<file path="src/rtl/dstream_pkg.sv">
// rtl/dstream_pkg.sv - shared types and helpers for the dstream round-robin arbiter
package dstream_pkg;

    typedef enum logic {ARB_IDLE, ARB_GRANT} arb_state_t;

    // Index width that stays at least 1 bit even for a single entry.
    function automatic int idx_width(input int n);
        return (n > 1) ? $clog2(n) : 1;
    endfunction

endpackage

</file>
<file path="src/rtl/rr_pick.sv">
// rtl/rr_pick.sv - first requester at or after ptr, wrapping modulo NUM_IN
module rr_pick
    import dstream_pkg::*;
#(
    parameter int NUM_IN = 4,
    parameter int IW     = idx_width(NUM_IN)
) (
    input  logic [NUM_IN-1:0] req,
    input  logic [IW-1:0]     ptr,
    output logic              found,
    output logic [IW-1:0]     idx
);

    int j;

    // Walk offsets from the far end so the smallest offset from ptr wins.
    always_comb begin
        found = 1'b0;
        idx   = '0;
        j     = 0;
        for (int k = NUM_IN - 1; k >= 0; k--) begin
            j = int'(ptr) + k;
            if (j >= NUM_IN) begin
                j = j - NUM_IN;
            end
            if (req[j]) begin
                found = 1'b1;
                idx   = IW'(j);
            end
        end
    end

endmodule

</file>
<file path="src/rtl/dstream_rr_arbiter.sv">
// rtl/dstream_rr_arbiter.sv - burst round-robin arbiter from NUM_IN dstream sources to one registered output
module dstream_rr_arbiter
    import dstream_pkg::*;
#(
    parameter int N      = 16,
    parameter int NUM_IN = 4,
    parameter int BURST  = 4
) (
    input  logic                       clk,
    input  logic                       reset,
    input  logic [NUM_IN-1:0]          in_valid,
    output logic [NUM_IN-1:0]          in_ready,
    input  logic [NUM_IN*N-1:0]        in_data,
    output logic                       out_valid,
    input  logic                       out_ready,
    output logic [N-1:0]               out_data,
    output logic [$clog2(NUM_IN)-1:0]  out_src
);

    localparam int IW = idx_width(NUM_IN);
    localparam int CW = $clog2(BURST + 1);

    arb_state_t       state;
    logic [IW-1:0]    ptr;
    logic [IW-1:0]    gnt;
    logic [CW-1:0]    cnt;
    logic             pick_found;
    logic [IW-1:0]    pick_idx;
    logic             grant_ready;
    logic             xfer;
    logic             dry;
    logic [N-1:0]     sel_data;
    logic [CW-1:0]    cnt_inc;
    logic [IW-1:0]    gnt_next;

    rr_pick #(
        .NUM_IN (NUM_IN),
        .IW     (IW)
    ) u_pick (
        .req   (in_valid),
        .ptr   (ptr),
        .found (pick_found),
        .idx   (pick_idx)
    );

    // Ready is a function of state and out_ready only, never of in_valid.
    assign grant_ready = (state == ARB_GRANT) & (~out_valid | out_ready);

    always_comb begin
        in_ready      = '0;
        in_ready[gnt] = grant_ready;
    end

    assign sel_data = in_data[int'(gnt)*N +: N];
    assign xfer     = grant_ready & in_valid[gnt];
    assign dry      = grant_ready & ~in_valid[gnt];
    assign cnt_inc  = cnt + CW'(1);
    assign gnt_next = (gnt == IW'(NUM_IN - 1)) ? '0 : gnt + IW'(1);

    always_ff @(posedge clk) begin
        if (reset) begin
            state     <= ARB_IDLE;
            ptr       <= '0;
            gnt       <= '0;
            cnt       <= '0;
            out_valid <= 1'b0;
            out_data  <= '0;
            out_src   <= '0;
        end else begin
            if (out_ready) begin
                out_valid <= 1'b0;
            end
            // A new beat overrides the drain, so back-to-back beats flow at full rate.
            if (xfer) begin
                out_valid <= 1'b1;
                out_data  <= sel_data;
                out_src   <= gnt;
                cnt       <= cnt_inc;
            end
            case (state)
                ARB_IDLE: begin
                    if (pick_found) begin
                        gnt   <= pick_idx;
                        cnt   <= '0;
                        state <= ARB_GRANT;
                    end
                end
                ARB_GRANT: begin
                    if ((xfer && (cnt_inc == CW'(BURST))) || dry) begin
                        state <= ARB_IDLE;
                        ptr   <= gnt_next;
                    end
                end
                default: state <= ARB_IDLE;
            endcase
        end
    end

endmodule
</file>
<file path="config.mk">
export PLATFORM = sky130hd
export DESIGN_NAME = dstream_rr_arbiter
export DESIGN_NICKNAME = d
export VERILOG_FILES = /design/src/rtl/dstream_pkg.sv /design/src/rtl/rr_pick.sv /design/src/rtl/dstream_rr_arbiter.sv
export SDC_FILE = /design/constraint.sdc
export NUM_CORES = 1
export LEC_CHECK = 0
export CAP_MARGIN = 20
export CORE_ASPECT_RATIO = 0.6
export CORE_MARGIN = 1
export CORE_UTILIZATION = 39
export CTS_BUF_LIST = sky130_fd_sc_hd__clkbuf_8
export DETAILED_ROUTE_END_ITERATION = 10
export HOLD_SLACK_MARGIN = 0.08
export PLACE_DENSITY_LB_ADDON = 0.05
export SYNTH_ARGS = -nofsm -noshare
export SYNTH_HDL_FRONTEND = slang
export SYNTH_SLANG_ARGS = --single-unit
export TNS_END_PERCENT = 100
</file>
<file path="constraint.sdc">
create_clock -name clk -period 2.26 [get_ports clk]
set_input_delay 0.452 -clock clk [delete_from_list [all_inputs] [get_ports clk]]
set_output_delay 0.452 -clock clk [all_outputs]
set_load 0.02 [all_outputs]
</file>
== After elaboration in Yosys (flattened, before gate mapping) ==
Index checks and enable logic that the tools add are counted.

* Add/subtract/negate cells: 9
* Multiply operators: 0
* Div/mod/pow operators: 0
* $lt $le $gt $ge: 10
* Eq/ne operators: 2
* Shifts and indexed selects: 1
* Mux-type cells: 37
* Bitwise gates (word level): 8
* Reductions and logical operators: 6

{| class="wikitable"
|+ Operators with widths
! kind !! count
|-
| $lt A32 B4 Y1 const B || 4
|-
| $mux W32 || 4
|-
| $ge A32 B4 Y1 const B || 3
|-
| $sub A32 B4 Y32 const B || 3
|-
| $shiftx A64 B7 Y16 || 1
|-
| $mux W1 || 18
|-
| $bmux W1 S2 || 5
|-
| $mux W2 || 5
|-
| $mux W3 || 3
|-
| $add A2 B2 Y3 const B || 2
|-
| $and A4 B4 Y4 || 1
|-
| $reduce_and A2 Y1 || 2
|-
| $sub A2 B3 Y4 const B || 1
|-
| $add A2 B1 Y3 const B || 1
|-
| $add A3 B1 Y3 const B || 1
|-
| $and A1 B1 Y1 || 3
|-
| $eq A3 B3 Y1 const B || 1
|-
| $ge A2 B3 Y1 const B || 1
|-
| $lt A2 B3 Y1 const B || 1
|-
| $not A1 Y1 || 3
|-
| $add A2 B1 Y2 const B || 1
|-
| $demux W1 S2 || 1
|-
| $eq A2 B2 Y1 const B || 1
|-
| $ge A2 B1 Y1 const B || 1
|-
| other kinds (5) || 6
|}

* Register bits: 27
* Bits in latches: 0
* Bits in writable memories: 0
* ROM bits: 0
* Input bits: 71
* Output and inout bits: 23
* Word-level logic and storage cells: 80
* Memories: 0

== Logic depth before layout (Yosys ltp) ==
Gate-level depths: netlist of the first run.

* Word-level depth: 12
* Gate-level depth with buffers: 7
* Depth with buffers taken out: 5

== Hierarchy ==
From an unflattened synthesis of the first run, not the netlist that was laid out.

* Cell total of the unflattened synthesis: 169
* Area, all modules: 1,607.8 µm²

{| class="wikitable"
|+ By module, submodules not included
! module !! times used !! cells each !! area an instance (µm²) !! sequential area each (µm²)
|-
| dstream_rr_arbiter || 1 || 156 || 1,530.2 || 540.5
|-
| rr_pick || 1 || 13 || 77.6 || 0.0
|}

== Worst setup path before layout of the first run ==
No wires, ideal clock.

* Path kind: flip-flop to output port
* From: register gnt[0]
* To: output in_ready[0]
* Arrival: 1,473 ps
* Data required time: 1,808 ps
* Path slack: 335 ps
* Cell stages (with the launch flop): 7
* Path buffers: 3
* Cells stage by stage: dfxtp_1 -> buf_6 -> buf_2 -> buf_2 -> inv_1 -> ha_1 -> and3_1

* Cells in the longest elaborated chain, start to end: 5
* Elaborated cells on any way between the ends: 6
* Those cells by class: order compare (2); mux (2); bitwise (1); reduce/logical (1)

{| class="wikitable"
|+ RTL lines
! element !! RTL line !! source
|-
| start, declared || dstream_rr_arbiter.sv:25 || <nowiki>logic [IW-1:0] gnt;</nowiki>
|-
| start signal, assigned || dstream_rr_arbiter.sv:83 || <nowiki>gnt <= pick_idx;</nowiki>
|-
| $lt A2 B3 Y1 (implied by the code) or $ge A2 B1 Y1 (tied branches) || dstream_rr_arbiter.sv:51 || <nowiki>in_ready[gnt] = grant_ready;</nowiki>
|-
| $logic_and A1 B1 Y1 (implied by the code) || dstream_rr_arbiter.sv:51 ||
|-
| $mux W1 (implied by the code) || dstream_rr_arbiter.sv:51 ||
|-
| $demux W1 S2 (*) || dstream_rr_arbiter.sv:51 ||
|-
| $and A4 B4 Y4 (no source line) (*) || - ||
|-
| end, declared || dstream_rr_arbiter.sv:12 || <nowiki>output logic [NUM_IN-1:0] in_ready,</nowiki>
|}

Every way passes the cells marked *; elsewhere a longest branch is shown, timed or not.

== Worst setup path after layout of the first run ==
* From: input out_ready
* To: output in_ready[1]

* Cells in the longest elaborated chain, start to end: 3

{| class="wikitable"
|+ RTL lines
! element !! RTL line !! source
|-
| start, declared || dstream_rr_arbiter.sv:15 || <nowiki>input logic out_ready,</nowiki>
|-
| $or A1 B1 Y1 || dstream_rr_arbiter.sv:47 || <nowiki>assign grant_ready = (state == ARB_GRANT) & (~out_valid | out_ready);</nowiki>
|-
| $and A1 B1 Y1 || dstream_rr_arbiter.sv:47 ||
|-
| $and A4 B4 Y4 (no source line) || - ||
|}

No other way between the ends.

==> results of run 1 <==
==> registers in the layout, indices dropped and copies added, names as in the netlist <==
signal	count
out_data	16
cnt	3
gnt	2
out_src	2
ptr	2
out_valid	1
state	1
==> kinds of logic after synthesis <==
group                    Yosys count  synth area share
AND/OR/NAND/NOR                   35             0.104
XOR/XNOR                           3            0.0161
AO/OA/AOI/OAI                     40             0.166
flip-flops                        27             0.332
multiplexers                      37             0.290
adder cells (fa/ha/maj)            6            0.0461
buffers and inverters             16            0.0461
==> power by group through the flow <==
| stage | combinational, mW | clock (mW) | sequential (mW) |
|---|---|---|---|
| 5_1_grt | 0.501 | 0.308 | 0.540 |
| 3_3_place_gp | 0.460 | 0 | 0.544 |
| 4_1_cts | 0.464 | 0.290 | 0.534 |
| 6_report | 0.462 | 0.287 | 0.534 |
| 2_1_floorplan | 0.201 | 0 | 0.565 |
| 3_5_place_dp | 0.465 | 0 | 0.544 |
==> worst register-to-register path, stage by stage, from the launching register on <==
cell and delay, ns:
dfxtp_1 0.49, buf_4 0.19, mux4_2 0.34, o21a_1 0.15, or4_1 0.39, a21oi_1 0.14
==> layout make-up <==
class | count | share of cell area
Timing Repair Buffer | 109 | 0.386
Multi-Input combinational cell | 121 | 0.369
Sequential cell | 27 | 0.197
Tap cell | 47 | 0.0214
Clock buffer | 3 | 0.0150
Inverter | 6 | 0.00821
Clock inverter | 1 | 0.00274
==> path summary, 6_finish.rpt <==
| check | from | end | slack [ns] | depth (start not counted) |
|---|---|---|---|---|
| max | out_ready | in_ready[1] | 0.17 | 4 |
| min | out_data[11] | out_data[11] | 0.49 | 1 |
| max reg2reg | gnt[1] | ptr[0] | 0.51 | 5 |
| min reg2reg | out_data[11] | out_data[11] | 0.49 | 1 |
==> synthesized netlist by cell type, drive strengths merged (2+ instances only) <==
cell type  number  area (sq um)
ha              6          75.1
mux2            2          22.5
a21oi           9          48.8
mux2i          27           270
a22o            9          78.8
xor2            2          17.5
nand2b          3          18.8
inv             6          22.5
o22ai          10          62.6
nand2           5          18.8
nor2           14          52.6
clkbuf          4          15.0
dfxtp          27           541
nand3           3          15.0
a21o            2          15.0
o21ai           6          30.0
and3            5          31.3
mux4            8           180
buf             6          37.5
==> stage by stage <==
step	area [sq um]	cells	hold slack, ns	setup WS (ns)	total power [mW]
final	2740	314	0.486	0.173	1.28
after global routing	2740	314	0.503	0.124	1.35
after CTS	2740	314	0.486	0.172	1.29
after detailed placement	2700	310	0.465	-0.0886	1.01
after global placement	2700	310	0.461	-0.102	1.00
after floorplan	1630	164	0.471	0.335	0.766
==> metal layers <==
layer,track usage,up-vias,wire length (microns)
li1,-,822,-
met1,0.304,779,2250
met2,0.339,73,1950
met3,0.0556,5,417
met4,0.0444,0,30
met5,0,-,0
==> results.md, run 1 <==
- WL final: 4650 microns
- Measured slew at the worst slew-check pin: 0.640 ns
- Grt total ovfl: 0
- Crit end category: primary output
- Max frequency: 0.479 GHz
- GPL Wtd Cong: 0.867
- Sw power: 372 uW
- Worst skew pair latency: 0.28 ns
- Synth Flop Type: dfxtp_1
- Startpoint types: primary input
- VDD IR max: 0.277 mV
- Vias in the first global route: 1566
- Detailed-route DRC error count: 0
- Via count: 1679
- Syn Nets: 241
- Fin crit share: 0.923
- Initial DRC count: 76
- Cell family with most CP delay: buffers and inverters
- First-pass GRT wire length: 7440 microns
- Most frequent cells in the layout: clkdlybuf4s50_1 (89), mux2i_1 (27), dfxtp_1 (26)
- Top Ports: 94
- Detailed Routing Iterations Pass 1: 4
- CP Cell Sequence: clkdlybuf4s50_1 -> nand2b_1 -> and3_1 -> dlygate4sd2_1
- Sw Ratio: 0.290
- Starting Density: 0.425
- Internal Pwr Total: 911 uW
- PostCTS Resize Cnt: 4
- Slew margin rel.: 0.572
- Num CTS Buffers: 3
- Core Area: 3830 sq um
- Antenna violations before repair: 0
- Largest net degree at the start of global routing: 17
- Layout Nets: 345
- Die footprint: 4450 sq um
- Hpwl dp: 3720 microns
- Setup TNS: 0 ns
- Die X: 85.4 microns
- Ys async rst share: 0
- Layout cells sized above 1: 0.124
- Unrepaired setup endpoints after global routing: no
- Post-synth EDFFs: 0
- Minimum clock period: 2.09 ns
- Clk pin slew, worst setup/hold paths: 0.09 ns
- Gr usage total: 0.217
- Static leakage: 1.12 nW
- Layout area overhead: 68.4%
- Final hold vios: 0
- FILL cells: 312
- Crit path required time: 1.81 ns
- # Post-CTS Setup Buffers: 0
- Antenna viol nets, final: 0
- Finished Core Util: 0.717
- Reg power frac: 0.416
- Critical path type: primary input to primary output
- Status: complete, no violations
- Min-delay worst type: flip-flop to flip-flop
- H-tree Lvls: 1
- Area occupied by multi-input gates: 1010 sq um
- Post-synthesis sequential area ratio: 0.332
- CTS tree: built
- IO buf count: 93
- Power Dens Cells: 467 nW/um^2
- CP Max Fanout: 5
- Bufs on Longest Clock Path: 2
- Max Cap Viol: 0
- Biggest cell delay along the critical path: 0.45 ns
- Synth unique cells: 33
- Worst path bufs/invs: 2
- Mapped Cells: 164
- Die height: 52.1 microns
- Row count: 17
- Setup violations, final: 0
- CP arrival: 1.63 ns
- Drt wl/cell: 14.8 microns
- Final Max Tran Viols: 0
- Register area: 542 sq um
- Commonest non-fill, non-tap cell in the layout: clkdlybuf4s50_1
- CTS sink count: 27
- Via-to-Cell Ratio: 5.35
- Synthesized cell area: 1630 sq um
- Setup Skew: 0.0102 ns
- # diodes: 0
- Warnings, synthesis: 0
- Clock share of power: 0.223
- CTS root buffer: clkbuf_8
- Gate power share: 0.360
- Avg Inst Size Synth: 9.93 sq um
- Slowest cell on crit path: clkdlybuf4s50_1
- Hold_buf cts: 0
- Seq cells post-synth: 27
Power figures use the tool's default switching activity.
==> run 2: changes to the inputs <==
--- a/config.mk
+++ b/config.mk
@@ -13,6 +13,7 @@
 export DETAILED_ROUTE_END_ITERATION = 10
 export HOLD_SLACK_MARGIN = 0.08
 export PLACE_DENSITY_LB_ADDON = 0.05
+export SETUP_SLACK_MARGIN = 0.4
 export SYNTH_ARGS = -nofsm -noshare
 export SYNTH_HDL_FRONTEND = slang
 export SYNTH_SLANG_ARGS = --single-unit
==> results.md, run 2 (synthesized netlist as in run 1, its figures left out) <==
- Max reg flops: 16 (unchanged)
- Via-to-Cell Ratio: 5.27 (-1.5%)
- CTS root buffer: clkbuf_8
- Critical path type: flip-flop to primary output
- Max frequency: 0.554 GHz (+16%)
- Measured slew at the worst slew-check pin: 0.415 ns (-0.225 ns)
- Detailed Routing Iterations Pass 1: 4 (unchanged)
- Most frequent cells in the layout: clkdlybuf4s50_1 (84), mux2i_1 (27), dfxtp_1 (26)
- Reg power frac: 0.406 (-0.010)
- Setup Skew: 0.00155 ns (-0.00864 ns)
- Clk pin slew, worst setup/hold paths: 0.10 ns (about the same)
- Layout cells sized above 1: 0.168 (+0.0449)
- Initial DRC count: 57 (-25%)
- Clock share of power: 0.224 (about the same)
- CP Max Fanout: 5 (unchanged)
- Detailed-route DRC error count: 0 (unchanged)
- Antenna violations before repair: 0 (unchanged)
- R2R setup slack: 0.49 ns (-0.02 ns)
- Fin crit share: 0.799 (-0.124)
- Setup crit start: gnt[1]
- Reg-to-reg critical path startpoint: gnt[0]
- Via count: 1685 (+0.36%)
- Hold slack final: 0.479 ns (-0.00698 ns)
- CTS tree: built
- Final Instance Area: 2810 sq um (+2.3%)
- Unrepaired setup endpoints after global routing: no
- FILL cells: 300 (-3.8%)
- Commonest non-fill, non-tap cell in the layout: clkdlybuf4s50_1
- Register area: 544 sq um (+0.46%)
- Startpoint types: flip-flop
- Grt total ovfl: 0 (unchanged)
- Row count: 17 (unchanged)
- Hpwl dp: 3750 microns (+0.62%)
- Die X: 85.4 microns (unchanged)
- Setup violations, final: 0 (unchanged)
- CP arrival: 1.35 ns (-0.28 ns)
- # diodes: 0 (unchanged)
- Status: complete, no violations
- Antenna viol nets, final: 0 (unchanged)
- Die height: 52.1 microns (unchanged)
- Internal Pwr Total: 924 uW (+1.5%)
- Layout Nets: 351 (+1.7%)
- Gate power share: 0.370 (+0.010)
- VDD IR max: 0.267 mV (-3.4%)
- Crit end category: primary output
- First-pass GRT wire length: 7380 microns (-0.74%)
- Starting Density: 0.425 (unchanged)
- Sw power: 388 uW (+4.4%)
- Bufs on Longest Clock Path: 2 (unchanged)
- GPL Wtd Cong: 0.884 (+1.9%)
- Slew margin rel.: 0.723 (+0.151)
- Largest registers: out_data x16, cnt x3
- FF-to-FF path depth: 4 (-1)
- Num CTS Buffers: 3 (unchanged)
- Core Area: 3830 sq um (unchanged)
- Worst reg2reg endpoint: ptr[0]
- Final hold vios: 0 (unchanged)
- Power Dens Cells: 467 nW/um^2 (about the same)
- Largest net degree at the start of global routing: 23 (+6)
- Top Ports: 94 (unchanged)
- Largest Register: out_data
- Die footprint: 4450 sq um (unchanged)
- Vias in the first global route: 1513 (-3.4%)
- Max Cap Viol: 0 (unchanged)
- Layout area overhead: 72.4%
- Worst skew pair latency: 0.28 ns (about the same)
- IO buf count: 93 (unchanged)
- Drt wl/cell: 15.0 microns (+1.5%)
- Gr usage total: 0.215 (-0.00212)
- CTS sink count: 27 (unchanged)
- Minimum clock period: 1.81 ns (-0.281 ns)
- H-tree Lvls: 1 (unchanged)
- Static leakage: 1.16 nW (+3.7%)
- Area occupied by multi-input gates: 1030 sq um (+1.5%)
- Hold_buf cts: 0 (unchanged)
- Final Max Tran Viols: 0 (unchanged)
- CP Capture Point: in_ready[1]
- WL final: 4810 microns (+3.4%)
- Sw Ratio: 0.296 (+0.00578)
- Post-Place Cell Area: 2720 sq um (+0.74%)
- Crit path required time: 1.81 ns (about the same)
- Min-delay worst type: flip-flop to flip-flop
## run 2: worst min path at each step
stage / startpoint / endpoint / depth (start not counted)
floorplan: ptr[0] / ptr[0] / 2
global placement: out_data[12] / out_data[12] / 1
detailed placement: out_data[8] / out_data[8] / 1
CTS: out_src[1] / out_src[1] / 2
global route: out_src[1] / out_src[1] / 2
finish: out_src[1] / out_src[1] / 2
## run 2: what timing repair did
item / in CTS / in global routing
pin swaps: 2 / 1
buffers inserted: 3 / 2
endpoints found under the setup margin: 14 / 13
endpoints found under the hold margin: 0 / 0
gates resized for setup: 23 / 5
## run 2: power groups by stage
stage	sequential, mW	clock [mW]	combinational (mW)
after floorplan	0.565	0	0.202
after global placement	0.545	0	0.469
after detailed placement	0.546	0	0.474
after CTS	0.531	0.292	0.482
after global routing	0.537	0.313	0.519
final	0.532	0.294	0.486
## run 2: per-stage QoR
stage	cells	setup TNS, ns	power, mW	setup slack (ns)	utilization
after detailed placement	311	-0.702	1.02	-0.194	0.710
after global routing	320	0	1.37	0.406	0.733
final	320	0	1.31	0.454	0.733
after global placement	311	-0.655	1.01	-0.198	0.710
after CTS	318	0	1.30	0.386	0.725
after floorplan	164	0	0.767	0.403	-
## run 2: layout make-up
type / instances / area share
clock buffers: 3 / 0.0147
clock inverters: 1 / 0.00267
inverters: 6 / 0.00802
multi-input cells: 121 / 0.366
flip-flops and latches: 27 / 0.194
well taps: 47 / 0.0209
repair buffers: 115 / 0.393
## run 2: worst max-delay path: stages, from the launching register on
cell     delay [ns]
dfxtp_1        0.45
inv_1          0.12
ha_1           0.20
and3_4         0.18
buf_6          0.12
## run 2: metal layers
| metal | up-vias | GRT usage | part of all wire |
|---|---|---|---|
| met1 | 776 | 0.307 | 0.48 |
| met4 | 0 | 0.0333 | 0.0029 |
| met5 | - | 0 | 0 |
| met2 | 75 | 0.332 | 0.43 |
| met3 | 2 | 0.0571 | 0.086 |
| li1 | 832 | - | - |
